===== src/rtl/pipe_ctrl.sv =====
// Hazard/stall controller for a five-stage pipeline: stage enables, bubble loads and PC redirect.
// Defining PIPE_CTRL_PERF_EN adds saturating stall/flush performance counters.
module pipe_ctrl #(
    parameter int CNT_W = 16
) (
    input  logic             clk,
    input  logic             rst,
    input  logic             load_use,
    input  logic             branch_taken_exe,
    input  logic             dmem_req_acc,
    input  logic             dmem_ack,
    output logic             en_fe,
    output logic             en_de,
    output logic             en_exe,
    output logic             en_acc,
    output logic             en_wb,
    output logic             flush_de,
    output logic             flush_exe,
    output logic             pc_sel,
    output logic [1:0]       state,
    output logic [CNT_W-1:0] stall_cnt,
    output logic [CNT_W-1:0] flush_cnt
);

    localparam logic [1:0] ST_RUN      = 2'd0;
    localparam logic [1:0] ST_LU_STALL = 2'd1;
    localparam logic [1:0] ST_MEM_WAIT = 2'd2;
    localparam logic [1:0] ST_FLUSH    = 2'd3;

    logic [1:0] state_q;
    logic [1:0] state_d;

    logic hazard_window;
    logic mem_stall;
    logic take_branch;
    logic take_load_use;

    assign state = state_q;

    // Event decode with priority dmem stall > branch > load-use. Hazard inputs are
    // only honoured in RUN and on the releasing cycle of MEM_WAIT; in LU_STALL and
    // FLUSH the exe stage already holds a bubble, so re-acting would double-count.
    always_comb begin
        // NOTE: every combinational output gets a default first, so no path can infer a latch.
        hazard_window = 1'b0;
        mem_stall     = 1'b0;
        take_branch   = 1'b0;
        take_load_use = 1'b0;

        hazard_window = (state_q == ST_RUN) || (state_q == ST_MEM_WAIT);

        if (state_q == ST_MEM_WAIT) begin
            mem_stall = !dmem_ack;
        end else begin
            mem_stall = dmem_req_acc && !dmem_ack;
        end

        take_branch   = hazard_window && !mem_stall && branch_taken_exe;
        take_load_use = hazard_window && !mem_stall && !branch_taken_exe && load_use;
    end

    always_comb begin
        en_fe     = 1'b1;
        en_de     = 1'b1;
        en_exe    = 1'b1;
        en_acc    = 1'b1;
        en_wb     = 1'b1;
        flush_de  = 1'b0;
        flush_exe = 1'b0;
        pc_sel    = 1'b0;

        if (rst) begin
            // Freeze everything and load bubbles so no stale instruction survives reset.
            en_fe     = 1'b0;
            en_de     = 1'b0;
            en_exe    = 1'b0;
            en_acc    = 1'b0;
            en_wb     = 1'b0;
            flush_de  = 1'b1;
            flush_exe = 1'b1;
        end else if (mem_stall) begin
            en_fe  = 1'b0;
            en_de  = 1'b0;
            en_exe = 1'b0;
            en_acc = 1'b0;
            en_wb  = 1'b0;
        end else if (take_branch) begin
            flush_de  = 1'b1;
            flush_exe = 1'b1;
            pc_sel    = 1'b1;
        end else if (take_load_use) begin
            en_fe     = 1'b0;
            en_de     = 1'b0;
            flush_exe = 1'b1;
        end
    end

    always_comb begin
        state_d = ST_RUN;
        if (mem_stall) begin
            state_d = ST_MEM_WAIT;
        end else if (take_branch) begin
            state_d = ST_FLUSH;
        end else if (take_load_use) begin
            state_d = ST_LU_STALL;
        end
    end

    always_ff @(posedge clk) begin
        // NOTE: registered state is updated with non-blocking assignments to avoid ordering races.
        if (rst) begin
            state_q <= ST_RUN;
        end else begin
            state_q <= state_d;
        end
    end

`ifdef PIPE_CTRL_PERF_EN
    logic [CNT_W-1:0] stall_cnt_q;
    logic [CNT_W-1:0] flush_cnt_q;

    always_ff @(posedge clk) begin
        if (rst) begin
            stall_cnt_q <= '0;
            flush_cnt_q <= '0;
        end else begin
            if (!en_fe && (stall_cnt_q != '1)) begin
                stall_cnt_q <= stall_cnt_q + CNT_W'(1);
            end
            if (pc_sel && (flush_cnt_q != '1)) begin
                flush_cnt_q <= flush_cnt_q + CNT_W'(1);
            end
        end
    end

    assign stall_cnt = stall_cnt_q;
    assign flush_cnt = flush_cnt_q;
`else
    assign stall_cnt = '0;
    assign flush_cnt = '0;
`endif

endmodule


===== config.mk =====
export PLATFORM = sky130hd
export DESIGN_NAME = pipe_ctrl
export DESIGN_NICKNAME = d
export VERILOG_FILES = /design/src/rtl/pipe_ctrl.sv
export SDC_FILE = /design/constraint.sdc
export NUM_CORES = 1
export LEC_CHECK = 0
export CAP_MARGIN = 20
export CELL_PAD_IN_SITES_DETAIL_PLACEMENT = 1
export CELL_PAD_IN_SITES_GLOBAL_PLACEMENT = 2
export CORE_MARGIN = 8
export CORE_UTILIZATION = 11
export CTS_CLUSTER_SIZE = 40
export DETAILED_ROUTE_END_ITERATION = 8
export GPL_TIMING_DRIVEN = 0
export PLACE_DENSITY = 0.74
export SYNTH_ARGS = -nofsm -noshare
export SYNTH_HDL_FRONTEND = slang
export SYNTH_SLANG_ARGS = --single-unit

===== constraint.sdc =====
create_clock -name clk -period 1.3 [get_ports clk]
set_input_delay 0.26 -clock clk [delete_from_list [all_inputs] [get_ports clk]]
set_output_delay 0.26 -clock clk [all_outputs]
set_load 0.02 [all_outputs]

==> Yosys cells after proc, flatten, opt, wreduce, memory -nomap -nowiden <==
Cells that the tools add are included.
{ "classes": {"n_mux": 18, "n_reduce_logical": 11, "eq_ne": 1} }
{ "ops": {"columns": ["op", "count"], "rows": [
  ["$mux 1", 16],
  ["$logic_and 1x1->1", 5],
  ["$mux 2", 2],
  ["$logic_not 1->1", 3],
  ["$eq 2x2->1 const B", 1],
  ["$logic_not 2->1", 1],
  ["$reduce_or 2->1", 1],
  ["$logic_or 1x1->1", 1]
]} }
{ "totals": {"out_inout_bits": 42, "reg_bits": 2, "wordCells": 32, "in_bits": 6} }

==> Logic depth before layout (Yosys ltp) <==
{ "logic_depth": {"depth_word": 11, "ltp_mapped": 3, "depth_no_buf": 2} }

==> Worst setup path before layout <==
OpenSTA, ideal clock, no wires.
{ "synth_timing": {"path_kind": "register to output", "from": "register state_q[0] (netlist: state[0])", "to": "output port en_exe", "path_buffers": 1, "required_ps": 1040, "path_stages_with_launch": 4, "t_arrival_ps": 1460, "setup_slack_ps": -420, "cell_sequence": "dfxtp_1 -> nor3b_2 -> nor3_1 -> buf_4"} }
{ "synth_between": {"elab_chain_cells": 4} }
{ "synth_lines": {"columns": ["element", "line_no", "text"], "rows": [
  ["from (decl)", "30", "logic [1:0] state_q;"],
  ["from (signal assigned)", "114", "state_q <= state_d;"],
  ["$eq 2x2->1", "52", "if (state_q == ST_MEM_WAIT) begin"],
  ["$mux 1", "52", null],
  ["$mux 1 (2 in a row)", null, null],
  ["to (decl)", "14", "output logic en_exe,"]
]} }
Every way passes these cells.

==> Worst setup path in the final report <==
{ "layout_timing": {"from": "register state_q[0] (netlist: state[0])", "to": "output port en_wb"} }
{ "layout_between": {"elab_chain_cells": 4} }
{ "layout_lines": {"columns": ["element", "line_no", "text"], "rows": [
  ["$eq 2x2->1", "52", null],
  ["$mux 1", "52", null],
  ["$mux 1", "81", "end else if (mem_stall) begin"],
  ["$mux 1", "72", "if (rst) begin"],
  ["to (decl)", "16", "output logic en_wb,"]
]} }
Every way passes these cells.

==> results by group <==
Hold path
  – Hold Crit Depth: 3
  – WHS Endpoint: state[0]
  – Tightest Hold Check Type: in -> reg
  – HP Start: dmem_req_acc

Logic synthesis
  – Synth Cell Area: 413 um^2
  – Post-synth EDFFs: 0
  – Synthesized flop and latch total: 2
  – Post-synth cell types: 14
  – Largest cells by area after synthesis: buf_4 (64%), dfxtp_1 (9.7%), nor3_1 (3.6%), nor2b_1 (3.0%), nor3b_2 (3.0%)
  – Syn. warnings: 0
  – Synth Flop Type: dfxtp_1
  – Count leader, synth: buf_4
  – Syn Area/Cell: 7.79 um^2
  – Syn Inst Count: 53
  – Post-synth top area share: 63.6%
  – Post-synth top cells: buf_4 (35), nor3_1 (3), dfxtp_1 (2), nor2b_1 (2), o21ai_0 (2)
  – Largest area contributor in the netlist: buf_4
  – Sequential-to-total area share from yosys stat: 9.70%
  – Fraction of registers with async set/reset: 0%

Drt
  – Drt total wl: 1420 um
  – WL per Instance: 9.27 um
  – Drt drc: 0
  – Met3 wire length: 188 um
  – Met1 wire length: 456 um
  – First DRT Iteration DRCs: 6
  – DR vias: 425
  – Routed wl met2: 727 um
  – Max layer used: met4
  – Post-DRT Antenna Nets: 0
  – Vias/cell: 2.78
  – Router iterations before antenna repair: 2

Finish
  – P&R area growth vs syn: 113%
  – Fill cells: 459
  – Layout cells sized above 1: 61.9%
  – Final nets: 113
  – Ant diodes: 0
  – Max FFs per register: 2

Timing
  – Max Slew Vio Count: 0
  – Clock Skews: 0.00149 ns
  – Hold slack: 0.447 ns
  – FMAX: 673 MHz
  – Setup-failing EPs final: 8
  – Fin crit share: 114%
  – Tmin final: 1.48 ns
  – RSZ-0062 raised after global routing: true
  – Hold Vio Cnt, Final: 0
  – Final setup margin: -0.185 ns

Clocking
  – CTS buffer count: 3
  – H-tree depth: 1
  – Clk pin slew, worst setup/hold paths: 0.03 ns
  – CTS Buffer Depth: 2
  – Hold Buf Count CTS: 0
  – Clock Latency Late Sink: 0.21 ns
  – CTS sink count: 2
  – Root Driver: clkbuf_8
  – CTS tree: done

Die
  – Core area: 0.00363 mm^2
  – Number of I/O pins: 48
  – Die width: 77.3 um
  – Num rows: 22
  – Initial Util: 11.4%
  – Die height: 77.3 um
  – Die area: 0.00597 mm^2

Place
  – Detailed Place HPWL: 1170 um
  – Port bufs: 15
  – Setup WS pre-CTS: -0.894 ns
  – Placer Congestion: 0.705

Setup path
  – Reg2Reg Depth: 4
  – Crit Reg-Reg Endpoint: state[1]
  – Arrival @ worst endpoint: 1.22 ns
  – RR Startpoint: state[1]
  – Startpoint Class: register
  – CP Class: reg -> out
  – Req. time, crit path: 1.04 ns
  – R2r setup slk: 0.15 ns
  – Worst Setup End Kind: output pin
  – Crit-path max FO: 5

Global route
  – Global-route usage over all layers: 4.39%
  – Initial antenna violation count: 0
  – First-pass GRT wire length: 2040 um
  – Vias in the first global route: 430
  – Largest net degree at the start of global routing: 7
  – Gr ovfl total: 0

Power and ir drop
  – Leakage: 0.491 nW
  – Peak VDD IR: 233 uV
  – PwrDens: 754 mW/mm^2

Run status
  – Failing checks: setup timing
  – Status: finished, violations left

Run
  – Max Cap Viol: 0
[what timing repair did]
action / in CTS / in global routing
gates resized for setup: 61 / 11
pin swaps: 4 / 3
setup endpoints to repair: 10 / 8
setup buffers: 1 / 2
[layer usage]
| layer | vias to the layer above | global-route usage [%] |
|---|---|---|
| met2 | 31 | 7.33 |
| li1 | 208 | - |
| met4 | 0 | 3.96 |
| met1 | 182 | 3.45 |
| met3 | 4 | 2.80 |
| met5 | - | 0 |
[how the worst max path moves through the flow]
| stage | to | cells after the start | from |
|---|---|---|---|
| after floorplan | en_fe | 3 | state[1] |
| after global placement | en_fe | 5 | dmem_ack |
| after detailed placement | en_fe | 5 | dmem_ack |
| after CTS | en_fe | 4 | state[1] |
| after global routing | en_wb | 4 | state[0] |
| final | en_wb | 4 | state[0] |
[kinds of logic after synthesis]
kind of cell / Yosys count / synth area share (%)
other: 1 / 0.908
and+or+nand+nor: 9 / 16.1
DFF: 2 / 9.70
AOI/OAI and AO/OA: 5 / 8.79
buffers and inverters: 36 / 64.5
[cell usage in the layout (no fill, tap or decap), drive strengths merged]
| cell | instances |
|---|---|
| buf | 46 |
| conb | 32 |
| clkbuf | 5 |
| dlygate4sd2 | 3 |
| nor3 | 3 |
| nor3b | 2 |
| o21ai | 2 |
| nor2b | 2 |
| clkdlybuf4s15 | 2 |
| dfxtp | 2 |
| o21ba | 1 |
| o21bai | 1 |
| inv | 1 |
| nand2b | 1 |
| nor4 | 1 |
| o31a | 1 |
[critical path, stage by stage, from the launching register on]
cell,delay (ns)
dfxtp_4,0.36
nor3b_4,0.31
nor3_4,0.09
buf_4,0.14
buf_6,0.12
[through the flow]
step / power [W] / setup TNS (ns) / instances / instance area [um^2] / util, %
6_report: 0.000664 / -0.811 / 153 / 881 / 24.2
5_1_grt: 0.000701 / -1.15 / 153 / 881 / 24.2
4_1_cts: 0.000645 / -1.01 / 151 / 841 / 23.1
3_5_place_dp: 0.000386 / -6.44 / 147 / 767 / 21.1
3_3_place_gp: 0.000384 / -6.23 / 147 / 767 / 21.1
2_1_floorplan: 0.000310 / -0.289 / 84 / 557 / -
[layout make-up]
type / count / area (um^2) / area share, %
Buffer: 35 / 263 / 29.8
Clock buffer: 3 / 41.3 / 4.69
Inverter: 1 / 3.75 / 0.426
Multi-Input combinational cell: 46 / 305 / 34.7
Sequential cell: 2 / 45.0 / 5.11
Tap cell: 48 / 60.1 / 6.82
Timing Repair Buffer: 18 / 163 / 18.5
[power by group]
part	total, W	switching (W)	internal, W	leakage [nW]
Combinational	0.000347	0.000186	0.000161	0.452
Sequential	0.0000761	0.00000850	0.0000676	0.0175
Clock	0.000241	0.0000455	0.000195	0.0216
Total	0.000664	0.000240	0.000424	0.491
Power figures use the tool's default switching activity.
==> edit 1, RTL diff (same flow settings) <==
Add a define of `PIPE_CTRL_PERF_EN`.
--- a/src/rtl/pipe_ctrl.sv
+++ b/src/rtl/pipe_ctrl.sv
@@ -1,5 +1,7 @@
 // Hazard/stall controller for a five-stage pipeline: stage enables, bubble loads and PC redirect.
 // Defining PIPE_CTRL_PERF_EN adds saturating stall/flush performance counters.
+`define PIPE_CTRL_PERF_EN
+
 module pipe_ctrl #(
     parameter int CNT_W = 16
 ) (
Function: changed (Yosys sat finds a counterexample within 4 cycles, from zero or initial values and one cycle with rst high).
==> edit 1 against the original RTL <==
  * Setup slack lost 0.39 ns
  * Die area grew to 3.5 times the old value
  * Sequential cell count grew 32
  * Cell area grew to 4.1 times the old value
  * Wire length grew to 5.4 times the old value
  * Area after synthesis grew to 4.3 times the old value
  * Register-to-register slack lost 0.65 ns
  * Critical path depth grew 2
  * Sequential power grew to 14 times the old value
  * Core utilization shrank 1.8 points
  * Worst hold slack lost 0.0041 ns
  * Total power grew to 4.2 times the old value
  * Critical endpoint is now en_fe
  * The run still ends with negative setup slack left
  * Synthesized cell count grew to 4.0 times the old value
==> edit 1: results (changes against the original RTL) <==
outcome:
  status: "finished, violations left"
  failed_checks: "negative setup slack"
global_routing:
  grt_pass1_vias: 2099  # +390%
  grt_usage_pct: 7.485  # +3.1 points
logic_synthesis:
  synth_compound_area_share_pct: 14.08  # +5.3 points
  synth_xor_area_share_pct: 10.73  # +11 points
  synth_fa_ha_area_share_pct: 1.394  # +1.4 points
  synthTopCellsByArea: "dfxtp_1 38%, xnor2_1 10%, nor2_1 6.5%"
  synth_cell_types: 45  # +31
finish:
  multi_input_area_share_pct: 40.40  # +5.7 points
  layout.nonclk_buf_share_pct: 25.51  # -23 points
  clock_area_share_pct: 4.100  # -0.59 points
  nFillCells: 1832  # +300%
  drive_above_1_share_pct: 50.17  # -12 points
sta:
  holdWs_ns: 0.4430  # -0.004087 ns
  final.setup.worst_slack_ns: -0.5722  # -0.3874 ns
  finalSetupViolations: 41  # +33
critical_path:
  slowest_delay_ns: 0.47  # +0.11 ns
  crit_end: "en_fe"
  critPathMaxFanout: 4  # -1
worst_hold_path:
  worstHoldStart: "rst"
  hold_end: "flush_cnt[6]"
clock_tree:
  worstSkewPairLatency_ns: 0.29  # +0.08 ns
  clk_pin_slew_worst_paths_ns: 0.06  # +0.03 ns
place:
  dp_slack_ns: -1.428  # -0.5345 ns
  gp_congestion: 0.7630  # +8.3%
route:
  wirelength_um: 7632  # +440%
  drtIter0Drc: 54  # +48
die:
  num_rows: 46  # +110%
edit 1: cell families after synthesis:
group,Yosys count
compound gates,32
xor+xnor,22
fa+ha+maj,2
buf+inv,19
flops,34
mux,2
simple gates,100
edit 1: power groups by stage:
| stage | Combinational, mW | Clock (mW) | Sequential (mW) |
|---|---|---|---|
| after detailed placement | 0.353 | 0 | 1.11 |
| after CTS | 0.482 | 1.26 | 1.08 |
| after global routing | 0.513 | 1.30 | 1.08 |
| after global placement | 0.349 | 0 | 1.11 |
| final | 0.476 | 1.24 | 1.08 |
| after floorplan | 0.177 | 0 | 1.13 |
edit 1: routing by layer:
layer | wire (um) | vias to the layer above | track usage (%)
li1 | - | 938 | -
met2 | 3787 | 38 | 12.74
met5 | 0 | - | 0
met3 | 371 | 8 | 2.522
met1 | 3406 | 943 | 8.787
met4 | 66 | 0 | 1.992
edit 1: repair_timing:
action | CTS | global route
pin swaps | 28 | 19
buffers inserted | 28 | 10
cloned | 3 | 0
setup endpoints to repair | 74 | 51
resized for setup | 173 | 35
==> edit 2, RTL diff (same settings) <==
Without the edit above. Change the parameter `CNT_W` from 16 to 12.
--- a/src/rtl/pipe_ctrl.sv
+++ b/src/rtl/pipe_ctrl.sv
@@ -1,7 +1,7 @@
 // Hazard/stall controller for a five-stage pipeline: stage enables, bubble loads and PC redirect.
 // Defining PIPE_CTRL_PERF_EN adds saturating stall/flush performance counters.
 module pipe_ctrl #(
-    parameter int CNT_W = 16
+    parameter int CNT_W = 12
 ) (
     input  logic             clk,
     input  logic             rst,
Ports: changed (resized flush_cnt and stall_cnt); port bits go from 48 to 40. The function was not compared with the original's and may differ.
==> edit 2 against the original RTL <==
  * The flow still finishes with violations (negative setup slack)
  * Setup slack gained 0.00084 ns
  * Total power shrank 22%
  * Wire length shrank 14%
  * Cell area shrank 12%
  * Critical endpoint unchanged
  * Area after synthesis shrank 15%
  * Synthesized cell count shrank 15%
  * Via count shrank 11%
  * Sequential cell count is the same
==> edit 2: results (changes against the original RTL) <==
outcome:
  status: "finished, violations left"
  failed_checks: "negative setup slack"
global_routing:
  grt_usage_pct: 4.448  # +0.060 points
  grt_pass1_wl_um: 1731  # -15%
  grt_max_degree: 6  # -1
  grt_pass1_vias: 362  # -16%
sta:
  final.setup.worst_slack_ns: -0.1840  # +0.0008380 ns
  final.setup.tns_ns: -0.9807  # -0.1698 ns
  finalSetupViolations: 8  # unchanged
  finClkSkew_ns: 0.0003193  # -0.001173 ns
place:
  dpl.hpwl_um: 1035  # -12%
  dp.cells: 127  # -14%
  gp_congestion: 0.7004  # -0.58%
critical_path:
  critPathMaxFanout: 4  # -1
  reg2reg_depth: 5  # +1
  reg2reg_slack_ns: 0.04  # -0.11 ns
finish:
  nFillCells: 391  # -15%
  nNetsFinal: 99  # -12%
  largest_reg_flops: 2  # unchanged
  layoutNonFillerInstCount: 135  # -12%
pwr:
  p_leak_nw: 0.4237  # -14%
  vdd_drop_max_mv: 0.2895  # +24%
logic_synthesis:
  syn_inst: 45  # -15%
  synth_top_cells_by_count: "27 x buf_4, 3 x nor3_1, 2 x dfxtp_1, 2 x nor2b_1, 2 x o21ai_0"
  synthTopCellsByArea: "buf_4 57%, dfxtp_1 11%, nor3_1 4.3%"
  synth.yosys.seq_area_share_pct: 11.35  # +1.7 points
route:
  via_count: 380  # -11%
  wirelength_um: 1219  # -14%
  drtIter0Drc: 3  # -3
worst_hold_path:
  worstHoldStart: "branch_taken_exe"
-- edit 2: critical path, delay by kind of cell, from the launching register on --
kind | cells | cell delay, ns
buffers and inverters | 2 | 0.27
flip-flops | 1 | 0.36
AND/OR/NAND/NOR | 2 | 0.37
-- edit 2: stage by stage --
step                      setup WS, ns  total power, mW  hold slack (ns)  cell area [um2]
after floorplan                -0.1171           0.2710           0.3318            466.7
after global placement         -0.8624           0.3464           0.5905            671.9
after detailed placement       -0.8864           0.3494           0.5946            671.9
after CTS                      -0.2214           0.5156           0.5170            754.5
after global routing           -0.2499           0.5556           0.4731            777.0
final                          -0.1840           0.5198           0.4594            777.0
-- edit 2: cell type report --
cell class / count / area, um2 / area share, %
Buffer: 27 / 202.7 / 26.09
Sequential cell: 2 / 45.04 / 5.797
Clock buffer: 3 / 22.52 / 2.899
Timing Repair Buffer: 20 / 178.9 / 23.03
Tap cell: 44 / 55.05 / 7.085
Multi-Input combinational cell: 38 / 269.0 / 34.62
Inverter: 1 / 3.754 / 0.4831
-- edit 2: logic make-up after synthesis --
family,Yosys count,share of synthesized area [%]
AO/OA/AOI/OAI,5,10.29
AND/OR/NAND/NOR,9,18.79
flip-flops,2,11.35
other,1,1.063
buffers and inverters,28,58.51
-- edit 2: layer usage --
layer	part of all wire, %	GRT usage, %	up-vias	wire length, um
met3	19	4.670	0	234
met1	32	2.741	163	384
li1	-	-	190	-
met4	0	2.000	0	0
met2	49	7.952	27	600
met5	0	0	-	0
-- edit 2: worst max path at each step --
| stage | end | start | cells after the start |
|---|---|---|---|
| 5_1_grt | en_wb | state[0] | 4 |
| 2_1_floorplan | en_fe | state[1] | 3 |
| 3_3_place_gp | en_fe | dmem_ack | 5 |
| 6_report | en_wb | state[0] | 4 |
| 3_5_place_dp | en_fe | dmem_ack | 5 |
| 4_1_cts | en_fe | state[0] | 4 |
-- edit 2: what timing repair did --
item,4_1_cts,5_1_grt
buffers inserted,3,2
gates resized for setup,61,6
pin swaps,5,4
setup endpoints to repair,10,8
-- edit 2: power by group --
part,switching [mW],internal (mW),leakage (nW),total (mW)
clock network,0.0348,0.102,0.0138,0.137
logic,0.162,0.147,0.392,0.309
registers,0.00691,0.0674,0.0175,0.0744
